`src/rtl/panel_scan_pkg.sv`:
```
// Shared panel register map and the panel_scan FSM state type.
// Used by the panel slave and by panel_scan so both sides agree on addresses.
package panel_scan_pkg;

  // Panel register addresses (octal, matching the panel documentation)
  localparam logic [5:0] PanelAddrSet   = 6'o00;  // key set mask
  localparam logic [5:0] PanelAddrClr   = 6'o01;  // key clear mask
  localparam logic [5:0] PanelLampFirst = 6'o10;  // first lamp register
  localparam logic [5:0] PanelLampLast  = 6'o35;  // last lamp register

  localparam int unsigned NumKeys = 20;

  typedef enum logic [2:0] {
    StIdle,
    StKeySet,
    StKeyClr,
    StRead,
    StShift,
    StLatch
  } scan_state_e;

  // Key mask as written to the set/clear registers: mask in the low bits.
  function automatic logic [31:0] key_word(input logic [NumKeys-1:0] mask);
    return {{(32 - NumKeys){1'b0}}, mask};
  endfunction

endpackage

```
`src/rtl/panel_scan_lamp_shifter.sv`:
```
// Serialises one lamp word onto the lamp chain, MSB first.
// Ports:
//   clk, reset   : clock, async active-low reset
//   load         : one-cycle pulse, captures data and starts shifting
//   data         : word to shift
//   busy         : high while the word is being shifted
//   sclk, sdata  : lamp chain clock/data; sdata changes while sclk is low
module panel_scan_lamp_shifter #(
  parameter int unsigned SHIFT_DIV = 4,
  parameter int unsigned WORD_BITS = 24
) (
  input  logic                 clk,
  input  logic                 reset,
  input  logic                 load,
  input  logic [WORD_BITS-1:0] data,
  output logic                 busy,
  output logic                 sclk,
  output logic                 sdata
);

  localparam int unsigned BitW = $clog2(WORD_BITS + 1);
  localparam int unsigned DivW = $clog2(SHIFT_DIV + 1);
  localparam logic [BitW-1:0] LastBit = BitW'(WORD_BITS - 1);
  localparam logic [DivW-1:0] LastDiv = DivW'(SHIFT_DIV - 1);

  logic [WORD_BITS-1:0] shreg_q, shreg_d;
  logic [BitW-1:0]      bit_cnt_q, bit_cnt_d;
  logic [DivW-1:0]      div_cnt_q, div_cnt_d;
  logic                 sclk_q, sclk_d;
  logic                 sdata_q, sdata_d;
  logic                 busy_q, busy_d;

  always_comb begin
    shreg_d   = shreg_q;
    bit_cnt_d = bit_cnt_q;
    div_cnt_d = div_cnt_q;
    sclk_d    = sclk_q;
    sdata_d   = sdata_q;
    busy_d    = busy_q;
    if (load) begin
      // First bit goes straight to sdata; shreg holds the remaining bits.
      shreg_d   = data << 1;
      sdata_d   = data[WORD_BITS-1];
      bit_cnt_d = '0;
      div_cnt_d = '0;
      sclk_d    = 1'b0;
      busy_d    = 1'b1;
    end else if (busy_q) begin
      if (div_cnt_q == LastDiv) begin
        div_cnt_d = '0;
        if (!sclk_q) begin
          sclk_d = 1'b1;
        end else begin
          sclk_d = 1'b0;
          if (bit_cnt_q == LastBit) begin
            busy_d = 1'b0;  // sdata keeps the last bit
          end else begin
            bit_cnt_d = bit_cnt_q + 1'b1;
            sdata_d   = shreg_q[WORD_BITS-1];
            shreg_d   = shreg_q << 1;
          end
        end
      end else begin
        div_cnt_d = div_cnt_q + 1'b1;
      end
    end
  end

  always_ff @(posedge clk or negedge reset) begin
    if (!reset) begin
      shreg_q   <= '0;
      bit_cnt_q <= '0;
      div_cnt_q <= '0;
      sclk_q    <= 1'b0;
      sdata_q   <= 1'b0;
      busy_q    <= 1'b0;
    end else begin
      shreg_q   <= shreg_d;
      bit_cnt_q <= bit_cnt_d;
      div_cnt_q <= div_cnt_d;
      sclk_q    <= sclk_d;
      sdata_q   <= sdata_d;
      busy_q    <= busy_d;
    end
  end

  assign busy  = busy_q;
  assign sclk  = sclk_q;
  assign sdata = sdata_q;

endmodule

```
`src/rtl/panel_scan.sv`:
```
// Panel scanner: Avalon-MM master that reports key edges to the panel
// (set/clear mask writes) and streams lamp registers out to a serial lamp
// chain, one frame = SCAN_FIRST..SCAN_LAST followed by a latch pulse.
// Ports:
//   clk, reset        : clock, async active-low reset
//   scan_en           : enables lamp scanning (frames pause at word boundaries)
//   keys              : synchronised key levels, bit n = set/clear register bit n
//   m_address/m_read/m_write/m_writedata/m_readdata/m_waitrequest : Avalon master
//   lamp_sclk/lamp_sdata/lamp_latch : lamp chain
//   frame_done        : one-cycle pulse at end of frame (with lamp_latch)
module panel_scan
  import panel_scan_pkg::*;
#(
  parameter logic [5:0]  SCAN_FIRST = PanelLampFirst,
  parameter logic [5:0]  SCAN_LAST  = PanelLampLast,
  parameter int unsigned SHIFT_DIV  = 4,
  parameter int unsigned WORD_BITS  = 24
) (
  input  logic         clk,
  input  logic         reset,
  input  logic         scan_en,
  input  logic [19:0]  keys,
  output logic [5:0]   m_address,
  output logic         m_read,
  output logic         m_write,
  output logic [31:0]  m_writedata,
  input  logic [31:0]  m_readdata,
  input  logic         m_waitrequest,
  output logic         lamp_sclk,
  output logic         lamp_sdata,
  output logic         lamp_latch,
  output logic         frame_done
);

  scan_state_e          state_q, state_d;
  logic [5:0]           addr_q, addr_d;
  logic                 read_q, read_d;
  logic                 write_q, write_d;
  logic [31:0]          wdata_q, wdata_d;
  logic [NumKeys-1:0]   key_prev_q, key_prev_d;
  logic [5:0]           scan_addr_q, scan_addr_d;
  logic [NumKeys-1:0]   rise, fall;
  logic                 shift_load, shift_busy;
  logic                 unused_rdata;

  assign rise = keys & ~key_prev_q;
  assign fall = ~keys & key_prev_q;

  // Only the shifted bits of the read word matter.
  assign unused_rdata = ^m_readdata;

  always_comb begin
    state_d     = state_q;
    addr_d      = addr_q;
    read_d      = read_q;
    write_d     = write_q;
    wdata_d     = wdata_q;
    key_prev_d  = key_prev_q;
    scan_addr_d = scan_addr_q;
    shift_load  = 1'b0;
    unique case (state_q)
      StIdle: begin
        if (|rise) begin
          state_d = StKeySet;
          write_d = 1'b1;
          addr_d  = PanelAddrSet;
          wdata_d = key_word(rise);
        end else if (|fall) begin
          state_d = StKeyClr;
          write_d = 1'b1;
          addr_d  = PanelAddrClr;
          wdata_d = key_word(fall);
        end else if (scan_en) begin
          state_d = StRead;
          read_d  = 1'b1;
          addr_d  = scan_addr_q;
        end
      end
      // Only the bits actually reported are folded into key_prev, so edges
      // arriving during the write are seen on the next pass through idle.
      StKeySet: begin
        if (!m_waitrequest) begin
          write_d    = 1'b0;
          key_prev_d = key_prev_q | wdata_q[NumKeys-1:0];
          state_d    = StIdle;
        end
      end
      StKeyClr: begin
        if (!m_waitrequest) begin
          write_d    = 1'b0;
          key_prev_d = key_prev_q & ~wdata_q[NumKeys-1:0];
          state_d    = StIdle;
        end
      end
      StRead: begin
        if (!m_waitrequest) begin
          read_d     = 1'b0;
          shift_load = 1'b1;
          state_d    = StShift;
        end
      end
      StShift: begin
        if (!shift_busy) begin
          if (scan_addr_q != SCAN_LAST) begin
            scan_addr_d = scan_addr_q + 6'd1;
            state_d     = StIdle;
          end else begin
            state_d = StLatch;
          end
        end
      end
      StLatch: begin
        scan_addr_d = SCAN_FIRST;
        state_d     = StIdle;
      end
      default: state_d = StIdle;
    endcase
  end

  always_ff @(posedge clk or negedge reset) begin
    if (!reset) begin
      state_q     <= StIdle;
      addr_q      <= '0;
      read_q      <= 1'b0;
      write_q     <= 1'b0;
      wdata_q     <= '0;
      key_prev_q  <= '0;
      scan_addr_q <= SCAN_FIRST;
    end else begin
      state_q     <= state_d;
      addr_q      <= addr_d;
      read_q      <= read_d;
      write_q     <= write_d;
      wdata_q     <= wdata_d;
      key_prev_q  <= key_prev_d;
      scan_addr_q <= scan_addr_d;
    end
  end

  panel_scan_lamp_shifter #(
    .SHIFT_DIV (SHIFT_DIV),
    .WORD_BITS (WORD_BITS)
  ) u_shifter (
    .clk   (clk),
    .reset (reset),
    .load  (shift_load),
    .data  (m_readdata[WORD_BITS-1:0]),
    .busy  (shift_busy),
    .sclk  (lamp_sclk),
    .sdata (lamp_sdata)
  );

  assign m_address   = addr_q;
  assign m_read      = read_q;
  assign m_write     = write_q;
  assign m_writedata = wdata_q;
  assign lamp_latch  = (state_q == StLatch);
  assign frame_done  = (state_q == StLatch);

endmodule

```
`config.mk`:
```
export PLATFORM = sky130hd
export DESIGN_NAME = panel_scan
export DESIGN_NICKNAME = d
export VERILOG_FILES = /design/src/rtl/panel_scan_pkg.sv /design/src/rtl/panel_scan_lamp_shifter.sv /design/src/rtl/panel_scan.sv
export SDC_FILE = /design/constraint.sdc
export NUM_CORES = 1
export LEC_CHECK = 0
export ABC_AREA = 1
export CORE_ASPECT_RATIO = 0.6
export CORE_MARGIN = 1
export CORE_UTILIZATION = 45
export CTS_BUF_LIST = sky130_fd_sc_hd__clkbuf_16
export DETAILED_ROUTE_END_ITERATION = 7
export PLACE_DENSITY = 0.72
export SLEW_MARGIN = 20
export SYNTH_ARGS = -nofsm -noshare
export SYNTH_HDL_FRONTEND = slang
export SYNTH_SLANG_ARGS = --single-unit
```
`constraint.sdc`:
```
create_clock -name clk -period 2.15 [get_ports clk]
set_clock_uncertainty 0.2 [all_clocks]
set_input_delay 0.215 -clock clk [delete_from_list [all_inputs] [get_ports clk]]
set_output_delay 0.215 -clock clk [all_outputs]
set_load 0.02 [all_outputs]
```
==> impl_metrics.env <==
export IMPL_yosys_top_cells_area="dfrtp_1 46%, nand2_1 28%, o21ai_0 5.1%"
export IMPL_drt_pre_antenna_iters=5
export IMPL_critPathCaptureType="primary output"
export IMPL_hold_viol_final=0
export IMPL_overflow=0
export IMPL_area_growth_syn_to_layout_pct=27.3
export IMPL_synth_edf_count=0
export IMPL_whs_endpoint="u_shifter.shreg_q[1]"
export IMPL_drcViolationCount=0
export IMPL_insertion_delay_ns=0.34
export IMPL_dp_hpwl_um=8600
export IMPL_final_fill_count=929
export IMPL_netlist_top_cell_by_area="dfrtp_1"
export IMPL_reg2reg_from="state_q[0]"
export IMPL_post_route_min_period_ns=2.02
export IMPL_p_int_mw=4.05
export IMPL_ir_worst_vdd_mv=0.549
export IMPL_drt_wl_total_um=12100
export IMPL_synth_top_cell_area_share=0.464
export IMPL_antenna_found_initial=0
export IMPL_dieArea_mm2=0.0112
export IMPL_path_class="reg -> out"
export IMPL_postLayoutCellArea_mm2=0.00617
export IMPL_power_frac_seq=0.390
export IMPL_yosysSeqAreaShare=0.470
export IMPL_core_mm2=0.0102
export IMPL_p_clk_frac=0.282
export IMPL_clock_path_buffers=2
export IMPL_r2r_cells=10
export IMPL_vias_per_cell=4.84
export IMPL_grt_max_degree=92
export IMPL_place_gp_congestion=0.900
export IMPL_rsz0062_at_grt="no"
export IMPL_maxCapViolCount=0
export IMPL_fin_crit_sh=0.937
export IMPL_io_pins=100
export IMPL_cts_sinks=91
export IMPL_ys_types=31
export IMPL_r2r_setup_slack_ns=0.20
export IMPL_finalSetupTns_ns=0
export IMPL_rr_endpoint="u_shifter.bit_cnt_q[3]"
export IMPL_die_height_um=82.4
export IMPL_initial_utilization=0.477
export IMPL_synth_cell_area_mm2=0.00485
export IMPL_h_tree_depth=3
export IMPL_synthArstFlopShare=1.00
export IMPL_yosysMostFrequentCell="nand2_1"
export IMPL_critPathLaunchType="register"
export IMPL_drt_initial_drc_count=270
export IMPL_cts_tree="done"
export IMPL_worstPathArrival_ns=1.60
export IMPL_multi_input_area_mm2=0.00215
export IMPL_pre_cts_slack_ns=-0.130
export IMPL_vias=4457
export IMPL_clock_root_buffer="clkbuf_16"
export IMPL_ys_warnings_count=0
export IMPL_synth_commonest_cells="364 x nand2_1, 90 x dfrtp_1, 60 x inv_1, 49 x o21ai_0, 30 x nand3_1"
export IMPL_ys_ff_latch=91
export IMPL_place_area_mm2=0.00583
export IMPL_min_path_cells=3
export IMPL_p_comb_frac=0.328
export IMPL_pwr_density_cell_mw_per_mm2=1020
export IMPL_finalNetCount=841
export IMPL_wl_per_cell_um=13.2
export IMPL_rows=28
export IMPL_switching_share=0.354
export IMPL_grt_pass1_vias=4036
export IMPL_syn_area_per_cell_um2=7.00
export IMPL_timing_fmax_mhz=496
export IMPL_cts_inserted_buffers=9
export IMPL_die_w_um=136
export IMPL_status="complete, no violations"
export IMPL_grt_total_usage=0.229
export IMPL_synth_ff_type="dfrtp_1"
export IMPL_hp_class="in -> reg"
export IMPL_fin_ws_ns=0.135
export IMPL_grt_pass1_wl_um=19500
export IMPL_path_max_fanout=4
export IMPL_ant_nets=0
export IMPL_register_area_mm2=0.00228
export IMPL_finalSetupViolations=0
export IMPL_power_leakage_nw=3.36
export IMPL_hold_start="m_readdata[0]"
export IMPL_postSynthCellCount=693
export IMPL_p_switching_mw=2.22
export IMPL_crit_required_ns=1.74
export IMPL_port_buffers=79
export IMPL_clkTransAtPathRegs_ns=0.06
export IMPL_drive_above_1_share=0.0650
export IMPL_num_antenna_cells=0
export IMPL_post_cts_setup_buffers=0
export IMPL_drv_slew=0
kinds of logic after synthesis:
logic type	synth area share
AO/OA/AOI/OAI	0.0632
XOR/XNOR	0.00722
adder cells (fa/ha/maj)	0.0103
buffers and inverters	0.0957
flip-flops	0.470
other	0.000773
AND/OR/NAND/NOR	0.353
worst max-delay path: stages, from the launching register on:
cell           delay, ns
dfrtp_2             0.41
inv_1               0.09
nor2_1              0.15
nand2_1             0.14
inv_1               0.12
dlygate4sd2_1       0.34
repair_timing:
action | CTS | global route
pin swaps | 0 | 0
gates resized for setup | 2 | 5
hold buffers | 1 | 0
endpoints found under the setup margin | 2 | 27
hold endpoints to repair | 90 | 0
how the worst max path moves through the flow:
stage	from	to	slack, ns	cells past startpoint
finish	state_q[2]	frame_done	0.13	5
global route	keys[18]	m_address[1]	0.03	13
CTS	state_q[2]	frame_done	0.07	5
detailed placement	keys[18]	m_writedata[7]	-0.13	12
global placement	keys[18]	m_writedata[6]	-0.04	12
floorplan	register	m_writedata[5]	0.40	11
power by group through the flow:
stage	logic [mW]	registers [mW]	clock network, mW
2_1_floorplan	1.03	2.57	0
6_report	2.06	2.44	1.77
3_5_place_dp	2.03	2.46	0
4_1_cts	2.06	2.44	1.81
5_1_grt	2.28	2.49	1.86
3_3_place_gp	1.98	2.44	0
final cells by class:
class,count,area share
clock inverters,6,0.0170
clock buffers,9,0.0365
well taps,135,0.0274
inverters,65,0.0411
flip-flops and latches,91,0.369
multi-input cells,513,0.348
repair buffers,101,0.161
layer usage:
metal | up-vias | GRT usage | wire length (um)
li1 | 2267 | - | -
met1 | 2047 | 0.338 | 6100
met2 | 134 | 0.338 | 5180
met3 | 9 | 0.0507 | 742
met4 | 0 | 0.0633 | 108
met5 | - | 0 | 0
cells in the final DEF, fill, tap and decap left out, types with 4 or more instances in the layout:
cell / instances
nand2_1: 364
dfrtp_1: 89
clkdlybuf4s50_1: 76
inv_1: 60
o21ai_0: 49
nand3_1: 30
nor2_1: 26
buf_4: 19
conb_1: 12
clkbuf_16: 9
nor3_1: 4
ha_1: 4
through the flow:
stage                     hold WS, ns  total power, mW  instances   util
final                           0.213             6.27        920  0.608
after global placement         0.0953             4.41        904  0.574
after CTS                       0.210             6.30        920  0.607
after global routing            0.250             6.64        920  0.608
after floorplan                -0.281             3.61        704      -
after detailed placement        0.105             4.49        904  0.574
Note: power is estimated with default switching activity, not from simulation.
